### src/rtl/cram_port_ctrl_pkg.sv
// Shared constants and types for the cram two-port front end.
package cram_port_ctrl_pkg;

   // Port identifiers carried through the access stage
   localparam logic PORT_IF = 1'b0;
   localparam logic PORT_DM = 1'b1;

   // Width of the fetch starvation counter (limit range 1..15)
   localparam int unsigned STARVE_W = 4;

   // Control part of the access-stage record; address and data widths are
   // module parameters, so the top wraps this with its own addr/wdata fields.
   typedef struct packed {
      logic valid;
      logic port;
      logic we;
   } acc_ctrl_t;

endpackage

### src/rtl/cram_port_arb.sv
// Fixed-priority arbiter (data port first) with a saturating starvation
// counter that forces a fetch grant after p_starve_limit consecutive losses.
module cram_port_arb
   import cram_port_ctrl_pkg::*;
#(
   parameter int unsigned p_starve_limit = 4
) (
   input  logic clk,
   input  logic rst,
   input  logic if_req,
   input  logic dm_req,
   output logic grant_if,
   output logic grant_dm
);

   logic [STARVE_W-1:0] starve_cnt;
   logic                if_forced;

   // Priority decode; nothing is granted while reset is held
   always_comb begin
      if_forced = (starve_cnt == STARVE_W'(p_starve_limit));
      grant_dm  = !rst && dm_req && !(if_req && if_forced);
      grant_if  = !rst && if_req && !grant_dm;
   end

   // Count consecutive cycles a pending fetch loses, saturating at the limit
   always_ff @(posedge clk) begin
      if (rst) begin
         starve_cnt <= '0;
      end else if (if_req && !grant_if) begin
         if (!if_forced) begin
            starve_cnt <= starve_cnt + 1'b1;
         end
      end else begin
         starve_cnt <= '0;
      end
   end

endmodule

### src/rtl/cram_port_ctrl.sv
// Two-port (fetch / data) front end for the cram: arbitrate, register the
// winner into a one-deep access stage, drive cram for one cycle, and return
// registered read data or a write acknowledge two cycles after the grant.
module cram_port_ctrl
   import cram_port_ctrl_pkg::*;
#(
   parameter int unsigned p_data_width    = 16,
   parameter int unsigned p_address_width = 10,
   parameter int unsigned p_starve_limit  = 4
) (
   input  logic                       i_w_clk,
   input  logic                       i_w_rst,
   input  logic                       i_w_if_req,
   input  logic [p_address_width-1:0] i_w_if_addr,
   output logic                       o_w_if_gnt,
   output logic                       o_w_if_rvalid,
   output logic [p_data_width-1:0]    o_w_if_rdata,
   input  logic                       i_w_dm_req,
   input  logic                       i_w_dm_we,
   input  logic [p_address_width-1:0] i_w_dm_addr,
   input  logic [p_data_width-1:0]    i_w_dm_wdata,
   output logic                       o_w_dm_gnt,
   output logic                       o_w_dm_rvalid,
   output logic [p_data_width-1:0]    o_w_dm_rdata,
   output logic [p_address_width-1:0] o_w_mem_address,
   output logic [p_data_width-1:0]    o_w_mem_in,
   output logic                       o_w_mem_we,
   output logic                       o_w_mem_oe,
   input  logic [p_data_width-1:0]    i_w_mem_out
);

   typedef struct packed {
      acc_ctrl_t                  ctrl;
      logic [p_address_width-1:0] addr;
      logic [p_data_width-1:0]    wdata;
   } acc_t;

   acc_t acc;
   logic grant_if;
   logic grant_dm;

   cram_port_arb #(
      .p_starve_limit (p_starve_limit)
   ) u_arb (
      .clk      (i_w_clk),
      .rst      (i_w_rst),
      .if_req   (i_w_if_req),
      .dm_req   (i_w_dm_req),
      .grant_if (grant_if),
      .grant_dm (grant_dm)
   );

   // Latch the winning request; addr/wdata hold when idle so cram pins stay quiet
   always_ff @(posedge i_w_clk) begin
      if (i_w_rst) begin
         acc <= '0;
      end else begin
         acc.ctrl.valid <= grant_if || grant_dm;
         if (grant_dm) begin
            acc.ctrl.port <= PORT_DM;
            acc.ctrl.we   <= i_w_dm_we;
            acc.addr      <= i_w_dm_addr;
            if (i_w_dm_we) begin
               acc.wdata <= i_w_dm_wdata;
            end
         end else if (grant_if) begin
            acc.ctrl.port <= PORT_IF;
            acc.ctrl.we   <= 1'b0;
            acc.addr      <= i_w_if_addr;
         end
      end
   end

   // Drive cram from the access stage; strobes are masked during reset so an
   // in-flight write can never commit while reset is high
   always_comb begin
      o_w_if_gnt      = grant_if;
      o_w_dm_gnt      = grant_dm;
      o_w_mem_address = acc.addr;
      o_w_mem_in      = acc.wdata;
      o_w_mem_we      = acc.ctrl.valid && acc.ctrl.we && !i_w_rst;
      o_w_mem_oe      = acc.ctrl.valid && !acc.ctrl.we && !i_w_rst;
   end

   // Capture cram output into the owning port; write acks return zero data
   always_ff @(posedge i_w_clk) begin
      if (i_w_rst) begin
         o_w_if_rvalid <= 1'b0;
         o_w_if_rdata  <= '0;
         o_w_dm_rvalid <= 1'b0;
         o_w_dm_rdata  <= '0;
      end else begin
         o_w_if_rvalid <= acc.ctrl.valid && (acc.ctrl.port == PORT_IF);
         o_w_dm_rvalid <= acc.ctrl.valid && (acc.ctrl.port == PORT_DM);
         if (acc.ctrl.valid && (acc.ctrl.port == PORT_IF)) begin
            o_w_if_rdata <= i_w_mem_out;
         end
         if (acc.ctrl.valid && (acc.ctrl.port == PORT_DM)) begin
            o_w_dm_rdata <= acc.ctrl.we ? '0 : i_w_mem_out;
         end
      end
   end

endmodule

### config.mk
export PLATFORM = sky130hd
export DESIGN_NAME = cram_port_ctrl
export DESIGN_NICKNAME = d
export VERILOG_FILES = /design/src/rtl/cram_port_ctrl_pkg.sv /design/src/rtl/cram_port_arb.sv /design/src/rtl/cram_port_ctrl.sv
export SDC_FILE = /design/constraint.sdc
export NUM_CORES = 1
export LEC_CHECK = 0
export CAP_MARGIN = 5
export CORE_ASPECT_RATIO = 1.75
export CORE_UTILIZATION = 40
export CTS_CLUSTER_DIAMETER = 40
export DETAILED_ROUTE_END_ITERATION = 10
export PLACE_DENSITY_LB_ADDON = 0.1
export SYNTH_ARGS = -nofsm -noshare
export SYNTH_HDL_FRONTEND = slang
export SYNTH_HIERARCHICAL = 1
export SYNTH_SLANG_ARGS = --single-unit
export TNS_END_PERCENT = 100
### constraint.sdc
create_clock -name i_w_clk -period 2.08 [get_ports i_w_clk]
set_input_delay 0.52 -clock i_w_clk [delete_from_list [all_inputs] [get_ports i_w_clk]]
set_output_delay 0.52 -clock i_w_clk [all_outputs]
set_load 0.03 [all_outputs]
# After elaboration in Yosys (flattened, before gate mapping)
# Cells that the tools add are included.
# totals
regBits	67
# op_classes
addsub	1
n_eq_ne	1
n_mux	3
n_bitwise	2
reduce_logical	21
# op_table
op	n
2-to-1 mux 12 bit	2
2-to-1 mux 16 bit	1
logical AND 1 bit	12
zero test 1 bit	5
adder 4 x 1 -> 4 bit, second input constant	1
equality test 4 x 3 -> 1 bit, second input constant	1
inverter 1 bit	2
AND reduction 2 bit	1
nonzero test 2 bit	1
OR reduction 2 bit	1
logical OR 1 bit	1

# Logic depth before layout (Yosys ltp)
# Gate-level depths: netlist of the first run.
# depth
ltp_word	10
mapped_depth	10

# Modules after synthesis
# Netlist of the first run, hierarchy kept.
# modules_own_cells
module	instances	cells_each	area_each_um2
cram_port_ctrl	1	305	2611.3
cram_port_arb	1	23	221.5

# Worst setup path before layout of the first run
# Ideal clock, no wire load.
# synth_path
kind	register to register
from	register u_arb.starve_cnt[0]
to	register acc (netlist bit o_w_mem_address[1])
t_arrival_ps	2050
t_required_ps	1952
slack_ps	-97
path_stages_with_launch	9
cell_sequence	dfxtp_1 -> inv_1 -> ha_1 -> nand3b_4 -> a211oi_2 -> buf_4 -> mux2_2 -> mux2i_1 -> nor2_1
# synth_between
elab_chain_len	7
elab_cells_between_ends	8
cone_classes	1 x eq/ne; 1 x mux; 6 x reduce/logical
# synth_rtl
item	line	text
start, declared	cram_port_arb.sv:16	logic [STARVE_W-1:0] starve_cnt;
start signal, assigned	cram_port_arb.sv:32	starve_cnt <= starve_cnt + 1'b1;
equality test 4 x 3 -> 1 bit	cram_port_arb.sv:21	if_forced = (starve_cnt == STARVE_W'(p_starve_limit));
logical AND 1 bit	cram_port_arb.sv:22	grant_dm = !rst && dm_req && !(if_req && if_forced);
zero test 1 bit	cram_port_arb.sv:22	
logical AND 1 bit	cram_port_arb.sv:22	
zero test 1 bit	cram_port_arb.sv:23	grant_if = !rst && if_req && !grant_dm;
logical AND 1 bit	cram_port_arb.sv:23	
named net o_w_if_gnt	cram_port_ctrl.sv:15	output logic o_w_if_gnt,
nonzero test 2 bit (no source line)	-	
end, declared	cram_port_ctrl.sv:38	acc_t acc;
# The timed path passes the listed nets, and every way through them passes these cells.
# A chain may end at the register's enable or synchronous reset.

# Worst setup path after layout of the first run
# layout_path
from	input port i_w_if_req
to	output port o_w_dm_gnt
# layout_between
elab_chain_len	3
# layout_rtl
item	line	text
start, declared	cram_port_ctrl.sv:13	input logic i_w_if_req,
logical AND 1 bit	cram_port_arb.sv:22	
zero test 1 bit	cram_port_arb.sv:22	
logical AND 1 bit	cram_port_arb.sv:22	
end, declared	cram_port_ctrl.sv:22	output logic o_w_dm_gnt,
# No other way between the ends.

==> reports/results.tsv, run 1 <==
stage	metric	value	unit
outcome	status	complete, no violations	
setup_path	Slowest-stage cell, CP	clkdlybuf4s50_1	
cts	Worst-path clk slew	0.05	ns
drt	wire length per cell	13.1	um
final_layout	share of cells above drive strength 1	13.2	%
grt	global-route wire length before repair	10.9	mm
synthesis	Netlist Area Pre-Place	2830	um2
pwr	Pint	0.00242	W
placement	Final GP Congestion	0.807	
drt	detailed-router iteration count before antenna repair	4	
pwr	Sw Ratio	23.8	%
setup_path	worst endpoint data arrival time	1.51	ns
sta	Hold WS	0.450	ns
final_layout	Area Overhead vs Synth	48.1	%
synthesis	Syn. warnings	6	
cts	Worst-Skew Late Latency	0.32	ns
setup_path	CP startpoint kind	primary input	
setup_path	Worst EP required	1.56	ns
sta	Final WS setup	0.0476	ns
die	initial core utilization	41.3	%
grt	gr usage total	19.5	%
setup_path	Critical Path Sink Type	output pin	
die	Die Height	113	um
die	Die X	65.6	um
sta	Final Hold Vio Count	0	
pwr	Net Switching	0.000758	W
pwr	Seq pwr share	42.8	%
placement	dpl cell area	3890	um2
setup_path	worst-path cell chain	clkdlybuf4s50_1 -> inv_2 -> o211a_4 -> buf_4	
drt	DRC Markers	0	
min_path	worst min path class	flip-flop to flip-flop	
final_layout	Final Util	61.2	%
sta	Final period util	97.7	%
placement	count of buffers from port buffering	120	
grt	GRT overflow	0	
sta	Max Fclk	492	MHz
cts	root buf cell	clkbuf_16	
sta	RSZ-0062 raised after global routing	false	
sta	final setup violation count	0	
run	Maximum Capacitance Violations	0	
placement	pre-CTS setup slack	-0.157	ns
die	row count	40	
setup_path	Crit Path Max Fanout	4	
die	# IOs	121	
pwr	Clock power frac	42.6	%
grt	initial antenna violation count	0	
final_layout	Antenna diodes	0	
cts	Clock Tree Buf Depth	2	
die	die footprint	7440	um2
pwr	Power Dens Cells	758	nW/um2
synthesis	flops & latches, synth	67	
synthesis	average size of a mapped cell	8.64	um2
die	core area	6860	um2
synthesis	Post-Synthesis Net Count	387	
cts	H-tree Lvls	3	
final_layout	cell area after layout	4200	um2
drt	Vias	2426	
drt	Vias/cell	4.78	
drt	final wirelength	6.67	mm
final_layout	commonest non-fill, non-tap cells in the layout	clkdlybuf4s50_1 (115), nand2_1 (82), dfxtp_1 (67)	
final_layout	commonest non-fill, non-tap cell in the layout	clkdlybuf4s50_1	
sta	Tmin final	2.03	ns
sta	Setup Skew	0.00617	ns
final_layout	fin nets	480	
drt	antenna-violating nets left	0	
pwr	logic gate share of total power	14.6	%
grt	vias in the first global route	2315	
cts	CTS Buf Count	9	
cts	# hold bufs at CTS	0	
pwr	Leak	1.51	nW
synthesis	part of the Yosys area used for sequential elements	47.3	%
setup_path	largest stage delay on the critical path	0.49	ns
cts	CTS sink cnt	67	
synthesis	cells after synthesis	328	
cts	CTS tree	done	
grt	pin count of the biggest net entering global routing	46	
synthesis	Synth cell types	24	
drt	number of DRC markers in iteration 0	118	
setup_path	CP Class	primary input to output pin	
placement	HPWL after DPL	4.86	mm
sta	Slew @ Worst Pin	0.640	ns
sta	Final Max Tran Viols	0	
sta	slew margin rel.	57.3	%
pwr	worst vdd ir	0.455	mV
-- kinds of logic after synthesis --
logic type               count (synthesis)  synth area share (%)
AND/OR/NAND/NOR                        128                  19.7
flip-flops                              67                  47.3
buffers and inverters                   57                  12.9
AO/OA/AOI/OAI                           52                  11.0
multiplexers                            21                  7.86
adder cells (fa/ha/maj)                  2                 0.883
XOR/XNOR                                 1                 0.309
-- worst max-delay path: cells and delay by family --
| family | cells | cell delay [ns] |
|---|---|---|
| buffers and inverters | 3 | 0.73 |
| AO/OA/AOI/OAI | 1 | 0.26 |
-- synthesized netlist by cell type --
cell type / count / area [um2]
ha_1: 2 / 25.0
buf_2: 8 / 40.0
nand3b_4: 1 / 20.0
nand2_1: 82 / 308
nand4_1: 16 / 100
a21oi_2: 10 / 87.6
and2_1: 1 / 6.26
mux2_2: 10 / 113
clkbuf_1: 6 / 22.5
dfxtp_1: 67 / 1340
nor2_1: 23 / 86.3
nand2b_1: 2 / 12.5
mux2i_1: 11 / 110
clkinv_1: 1 / 3.75
buf_6: 3 / 33.8
nand4_2: 1 / 12.5
a211oi_2: 1 / 12.5
xnor2_1: 1 / 8.76
buf_4: 32 / 240
a21oi_1: 40 / 200
nand3_1: 1 / 5.00
inv_1: 7 / 26.3
and2b_1: 1 / 7.51
o211a_1: 1 / 10.0
-- per-layer routing --
| metal | routed length [um] | GRT usage, % |
|---|---|---|
| met2 | 3610 | 35.5 |
| met1 | 2590 | 19.9 |
| met4 | 176 | 9.57 |
| met3 | 294 | 5.04 |
| met5 | 0 | 0 |
-- final timing paths --
| kind | startpoint | to | slack [ns] | depth (start not counted) |
|---|---|---|---|---|
| worst max register to register | u_arb/starve_cnt[0]$_SDFFE_PP0P_ | o_w_mem_address[0]$_SDFFE_PP0P_ | 0.19 | 9 |
| worst max-delay path | i_w_if_req | o_w_dm_gnt | 0.05 | 4 |
| worst min-delay path | o_w_if_rdata[15]$_SDFFE_PP0P_ | o_w_if_rdata[15]$_SDFFE_PP0P_ | 0.45 | 2 |
| worst min register to register | o_w_if_rdata[15]$_SDFFE_PP0P_ | o_w_if_rdata[15]$_SDFFE_PP0P_ | 0.45 | 2 |
-- final cells by class --
class	instances	area (um2)
well taps	84	105
multi-input cells	204	1150
repair buffers	131	1300
clock buffers	12	256
fillers	630	2660
flip-flops and latches	67	1340
clock inverters	2	12.5
inverters	8	30.0
-- registers in the layout, indices dropped and copies added (netlist names) --
name	cells
o_w_dm_rdata	16
o_w_if_rdata	16
o_w_if_rvalid	1
acc	3
o_w_mem_address	10
u_arb/starve_cnt	4
o_w_mem_in	16
o_w_dm_rvalid	1
-- power by group through the flow --
stage	Clock [W]	Sequential [W]	Combinational [W]
after floorplan	0	0.00141	0.000236
after global placement	0	0.00139	0.000456
after CTS	0.00140	0.00136	0.000464
final	0.00135	0.00136	0.000463
after detailed placement	0	0.00139	0.000462
after global routing	0.00146	0.00137	0.000499
-- through the flow --
stage,total power [W],std cells,setup TNS [ns]
2_1_floorplan,0.00165,328,0
3_3_place_gp,0.00184,493,-2.30
3_5_place_dp,0.00185,493,-3.33
4_1_cts,0.00322,507,0
5_1_grt,0.00332,508,0
6_report,0.00318,508,0
-- repair_timing --
item	in CTS	in global routing
resized for setup	2	4
pin swaps	1	1
setup endpoints to repair	1	2
setup buffers	0	1
(Power assumes the default switching activity.)
==> run 2, diff against run 1 <==
==> constraint.sdc (replaced) <==
create_clock -name i_w_clk -period 2.08 [get_ports i_w_clk]
set_input_delay 0.312 -clock i_w_clk [delete_from_list [all_inputs] [get_ports i_w_clk]]
set_output_delay 0.312 -clock i_w_clk [all_outputs]
set_load 0.03 [all_outputs]
==> run 2 against run 1 <==
- first-iteration DRC count increased by 42%
- largest cell class unchanged
- combinational power about the same
- hold slack got worse by 0.088 ns
- critical endpoint is now o_w_if_gnt
==> reports/results.tsv, run 2 (synthesis gave the netlist of run 1 again) <==
stage	metric	value	unit	change
placement	count of buffers from port buffering	120		unchanged
setup_path	Crit Path Max Fanout	13		+9
setup_path	worst endpoint data arrival time	1.68	ns	+0.17 ns
cts	CTS sink cnt	67		unchanged
final_layout	Area Overhead vs Synth	48.9	%	
sta	RSZ-0062 raised after global routing	false		
placement	HPWL after DPL	4.79	mm	-1.5%
setup_path	CP startpoint kind	flip-flop		
final_layout	fin nets	477		-0.63%
drt	Vias/cell	4.78		about the same
cts	Worst-path clk slew	0.05	ns	about the same
sta	slew margin rel.	56.1	%	-1.2 points
grt	GRT overflow	0		unchanged
pwr	final total power	0.00345	W	+8.7%
pwr	worst vdd ir	0.491	mV	+7.9%
pwr	Seq pwr share	39.3	%	-3.5 points
grt	global-route wire length before repair	10.7	mm	-2.1%
pwr	Leak	1.52	nW	+0.30%
pwr	Power Dens Cells	819	nW/um2	+8.1%
die	initial core utilization	41.3	%	unchanged
drt	final wirelength	6.76	mm	+1.4%
placement	pre-CTS setup slack	0.0897	ns	+0.246 ns
placement	dpl cells	491		-0.41%
sta	final setup violation count	0		unchanged
sta	Max Fclk	501	MHz	+1.8%
grt	gr usage total	19.5	%	-0.049 points
drt	detailed-router iteration count before antenna repair	4		unchanged
cts	H-tree Lvls	3		unchanged
pwr	Net Switching	0.000783	W	+3.3%
placement	Final GP Congestion	0.782		-3.0%
die	core area	6860	um2	unchanged
sta	Final Hold Vio Count	0		unchanged
die	die footprint	7440	um2	unchanged
pwr	Clock power frac	47.4	%	+4.8 points
sta	Hold WS	0.362	ns	-0.0882 ns
sta	Final period util	96.0	%	-1.7 points
drt	number of DRC markers in iteration 0	167		+42%
drt	DRC Markers	0		unchanged
sta	Final WS setup	0.0834	ns	+0.0358 ns
cts	root buf cell	clkbuf_16		
cts	Worst-Skew Late Latency	0.33	ns	about the same
setup_path	CP Class	flip-flop to output pin		
sta	Setup Skew	0.00511	ns	-0.00106 ns
run	Maximum Capacitance Violations	0		unchanged
setup_path	Worst EP required	1.77	ns	+0.21 ns
drt	Vias	2421		-0.21%
final_layout	commonest non-fill, non-tap cell in the layout	clkdlybuf4s50_1		
sta	post-route setup TNS	0	ns	unchanged
pwr	logic gate share of total power	13.4	%	-1.2 points
drt	wire length per cell	13.3	um	+1.6%
grt	pin count of the biggest net entering global routing	50		+8.7%
final_layout	share of cells above drive strength 1	11.8	%	-1.4 points
cts	CTS tree	done		
cts	CTS Buf Count	9		unchanged
pwr	Sw Ratio	22.7	%	-1.2 points
cts	Clock Tree Buf Depth	2		unchanged
setup_path	flop2flop setup slack	0.23	ns	+0.04 ns
grt	initial antenna violation count	0		unchanged
pwr	Pint	0.00267	W	+10%
die	# IOs	121		unchanged
die	Die X	65.6	um	unchanged
min_path	worst min path class	primary input to flip-flop		
die	Die Height	113	um	unchanged
sta	Slew @ Worst Pin	0.659	ns	+0.0185 ns
drt	antenna-violating nets left	0		unchanged
setup_path	Critical Path Sink Type	output pin		
sta	Tmin final	2.00	ns	-0.0358 ns
final_layout	commonest non-fill, non-tap cells in the layout	clkdlybuf4s50_1 (117), nand2_1 (82), dfxtp_1 (67)		
grt	vias in the first global route	2236		-3.4%
final_layout	Cell Count, Final, Fillers Out	507		-0.20%
die	row count	40		unchanged
outcome	status	complete, no violations		
sta	Final Max Tran Viols	0		unchanged
final_layout	Antenna diodes	0		unchanged
-- run 2: stage by stage --
stage | area, um2 | util, %
final | 4220 | 61.5
after global routing | 4220 | 61.5
after CTS | 4210 | 61.3
after detailed placement | 3870 | 56.5
after global placement | 3870 | 56.5
after floorplan | 2840 | -
-- run 2: metal layers --
layer / vias to the layer above / wire length [um] / track usage, %
met3: 16 / 292 / 4.74
met4: 0 / 204 / 12.2
met5: - / 0 / 0
li1: 1230 / - / -
met1: 1096 / 2610 / 21.0
met2: 79 / 3650 / 33.1
-- run 2: layout make-up --
cell class / instances / area, um2
Clock inverter: 4 / 72.6
Fill cell: 622 / 2640
Inverter: 8 / 30.0
Tap cell: 84 / 105
Clock buffer: 12 / 256
Multi-Input combinational cell: 204 / 1140
Sequential cell: 67 / 1340
Timing Repair Buffer: 128 / 1270
-- run 2: final timing paths --
path | startpoint | endpoint | cells after the start
max | u_arb/starve_cnt[0]$_SDFFE_PP0P_ | o_w_if_gnt | 6
min | i_w_rst | o_w_dm_rvalid$_SDFF_PP0_ | 3
max reg2reg | u_arb/starve_cnt[0]$_SDFFE_PP0P_ | o_w_mem_address[8]$_SDFFE_PP0P_ | 8
min reg2reg | o_w_dm_rdata[5]$_SDFFE_PP0P_ | o_w_dm_rdata[5]$_SDFFE_PP0P_ | 2
-- run 2: critical path: stages, from the launching register on --
cell and delay, ns:
dfxtp_1 0.33, inv_1 0.06, ha_1 0.22, nand3b_4 0.13
a211oi_4 0.28, buf_12 0.17, buf_4 0.16
-- run 2: power by group through the flow --
stage               Clock, W  Sequential [W]  Combinational, W
floorplan                  0         0.00141          0.000236
global placement           0         0.00138          0.000456
detailed placement         0         0.00138          0.000461
CTS                  0.00168         0.00136          0.000464
global route         0.00174         0.00136          0.000496
finish               0.00164         0.00136          0.000461
-- run 2: what timing repair did --
| item | CTS | global route |
|---|---|---|
| hold buffers | 0 | 0 |
| setup buffers | 0 | 0 |
| resized for setup | 1 | 2 |
| cloned | 0 | 0 |
| pin swaps | 0 | 0 |
| endpoints found under the setup margin | 1 | 1 |
| endpoints found under the hold margin | 0 | 0 |
==> run 3, diff against run 2 <==
--- a/config.mk
+++ b/config.mk
@@ -8,9 +8,10 @@
 export CAP_MARGIN = 5
 export CORE_ASPECT_RATIO = 1.75
 export CORE_UTILIZATION = 40
+export CTS_BUF_LIST = sky130_fd_sc_hd__clkbuf_4
 export CTS_CLUSTER_DIAMETER = 40
 export DETAILED_ROUTE_END_ITERATION = 10
-export PLACE_DENSITY_LB_ADDON = 0.1
+export PLACE_DENSITY_LB_ADDON = 0.25
 export SYNTH_ARGS = -nofsm -noshare
 export SYNTH_HDL_FRONTEND = slang
 export SYNTH_HIERARCHICAL = 1
==> run 3 against run 2 <==
- sequential cell count unchanged
- maximum frequency grew 2.2%
- core utilization down 1.7 points
- first-iteration DRC count is 32% lower
- final area shrank 2.7%
- clock power down 26%
- critical path depth stayed put
- largest cell class unchanged
- largest power group is now registers
==> reports/results.tsv, run 3 (synthesis gave the netlist of run 1 again) <==
stage	metric	value	unit	change
cts	CTS tree	done		
placement	pre-CTS setup slack	0.0641	ns	-0.0256 ns
cts	# hold bufs at CTS	0		unchanged
final_layout	Area Overhead vs Synth	44.8	%	
cts	Worst-path clk slew	0.11	ns	+0.06 ns
drt	detailed-router iteration count before antenna repair	5		+1
setup_path	Slowest-stage cell, CP	dfxtp_1		
drt	Vias	2436		+0.62%
die	initial core utilization	41.3	%	unchanged
grt	pin count of the biggest net entering global routing	32		-36%
drt	WL met2	3.58	mm	-2.0%
run	Maximum Capacitance Violations	0		unchanged
sta	Final Max Tran Viols	0		unchanged
setup_path	worst-path cell chain	inv_1 -> ha_2 -> nand3b_4 -> a211oi_4 -> buf_12 -> buf_4		
drt	DRC Markers	0		unchanged
min_path	min-delay src	i_w_rst		
cts	CTS Buf Count	9		unchanged
sta	Setup Skew	0.0194	ns	+0.0143 ns
pwr	worst vdd ir	0.461	mV	-6.2%
final_layout	share of cells above drive strength 1	12.3	%	+0.44 points
cts	CTS sink cnt	67		unchanged
final_layout	commonest non-fill, non-tap cells in the layout	clkdlybuf4s50_1 (115), nand2_1 (82), dfxtp_1 (66)		
final_layout	commonest non-fill, non-tap cell in the layout	clkdlybuf4s50_1		
drt	number of DRC markers in iteration 0	114		-32%
min_path	Worst Hold Endpoint	acc[28]$_SDFF_PP0_		
drt	final wirelength	6.94	mm	+2.7%
sta	Slew @ Worst Pin	0.669	ns	+0.0105 ns
drt	wire length per cell	13.6	um	+2.3%
die	Die Height	113	um	unchanged
setup_path	Worst EP required	1.77	ns	about the same
die	row count	40		unchanged
sta	Max Fclk	512	MHz	+2.2%
sta	Tmin final	1.95	ns	-0.0437 ns
sta	post-route setup TNS	0	ns	unchanged
sta	RSZ-0062 raised after global routing	false		
sta	final setup violation count	0		unchanged
setup_path	CP Class	flip-flop to output pin		
placement	dpl cells	491		unchanged
drt	antenna-violating nets left	0		unchanged
drt	Highest Signal Layer	met4		
setup_path	worst endpoint data arrival time	1.64	ns	-0.04 ns
pwr	Leak	1.51	nW	-0.74%
sta	slew margin rel.	55.4	%	-0.70 points
placement	HPWL after DPL	4.88	mm	+1.7%
setup_path	Crit Path Max Fanout	3		-10
min_path	WHS Path Cells	2		-1
setup_path	RR Endpoint	o_w_mem_address[7]$_SDFFE_PP0P_		
cts	root buf cell	clkbuf_4		
placement	count of buffers from port buffering	120		unchanged
cts	Clock Tree Buf Depth	2		unchanged
placement	Final GP Congestion	0.736		-6.0%
final_layout	Cell Count, Final, Fillers Out	509		+0.39%
die	Die X	65.6	um	unchanged
final_layout	fin nets	478		+0.21%
cts	Worst-Skew Late Latency	0.43	ns	+0.10 ns
grt	vias in the first global route	2404		+7.5%
cts	H-tree Lvls	3		unchanged
sta	Final Hold Vio Count	0		unchanged
setup_path	largest stage delay on the critical path	0.34	ns	about the same
setup_path	r2r worst-path depth	9		+1
drt	Vias/cell	4.79		+0.22%
die	core area	6860	um2	unchanged
pwr	final total power	0.00303	W	-12%
setup_path	CP startpoint kind	flip-flop		
grt	GRT overflow	0		unchanged
die	# IOs	121		unchanged
final_layout	Final Util	59.8	%	-1.7 points
sta	Final WS setup	0.127	ns	+0.0437 ns
outcome	status	complete, no violations		
pwr	Power Dens Cells	737	nW/um2	-10%
grt	initial antenna violation count	1		+1
sta	Final period util	93.9	%	-2.1 points
drt	wl on met1	2.84	mm	+8.8%
grt	gr usage total	19.9	%	+0.42 points
min_path	worst min path class	primary input to flip-flop		
setup_path	RR Startpoint	u_arb/starve_cnt[1]$_SDFFE_PP0P_		
grt	global-route wire length before repair	11.2	mm	+5.0%
die	die footprint	7440	um2	unchanged
setup_path	Critical Path Sink Type	output pin		
setup_path	flop2flop setup slack	0.20	ns	-0.03 ns
drt	Met3 Wirelength	399	um	+37%
[run 3: layout make-up]
class / count / area (um2)
Fill cell: 627 / 2750
Sequential cell: 67 / 1340
Timing Repair Buffer: 129 / 1280
Multi-Input combinational cell: 204 / 1130
Clock inverter: 7 / 140
Tap cell: 84 / 105
Clock buffer: 9 / 67.6
Inverter: 8 / 30.0
Antenna cell: 1 / 2.50
[run 3: worst max-delay path by stage]
stage	from	end	slack, ns	depth (start not counted)
finish	u_arb/starve_cnt[1]$_SDFFE_PP0P_	o_w_if_gnt	0.13	6
global route	u_arb/starve_cnt[1]$_SDFFE_PP0P_	o_w_if_gnt	0.01	6
CTS	u_arb/starve_cnt[0]$_SDFFE_PP0P_	o_w_if_gnt	0.03	6
detailed placement	i_w_dm_req	o_w_mem_in[6]$_SDFFE_PP0P_	0.06	5
global placement	i_w_dm_req	o_w_mem_in[8]$_SDFFE_PP0P_	0.14	5
floorplan	u_arb/starve_cnt[0]$_SDFFE_PP0P_	o_w_mem_address[1]$_SDFFE_PP0P_	0.07	8
[run 3: routing by layer]
| layer | vias up | GRT usage, % |
|---|---|---|
| li1 | 1230 | - |
| met1 | 1121 | 22.1 |
| met2 | 77 | 32.9 |
| met3 | 8 | 7.86 |
| met4 | 0 | 8.55 |
| met5 | - | 0 |
[run 3: what timing repair did]
item,in CTS,in global routing
pin swaps,0,2
setup endpoints to repair,1,15
setup buffers,1,0
gates resized for setup,0,5
[run 3: critical path: cells and delay by family (launching register included)]
kind | cells | cell delay, ns
DFF | 1 | 0.34
buffers and inverters | 3 | 0.33
AOI/OAI and AO/OA | 1 | 0.26
adders and majority gates | 1 | 0.20
and+or+nand+nor | 1 | 0.11
[run 3: per-stage QoR]
stage / hold WS [ns] / area, um2
final: 0.166 / 4100
after global routing: 0.135 / 4100
after CTS: 0.141 / 4090
after detailed placement: 0.446 / 3870
after global placement: 0.440 / 3870
after floorplan: 0.430 / 2840
[run 3: power breakdown]
group,internal [W],leakage [nW],switching (W),total (W)
clock network,0.000727,0.104,0.000481,0.00121
registers,0.00133,0.545,0.0000243,0.00135
logic,0.000228,0.857,0.000236,0.000464
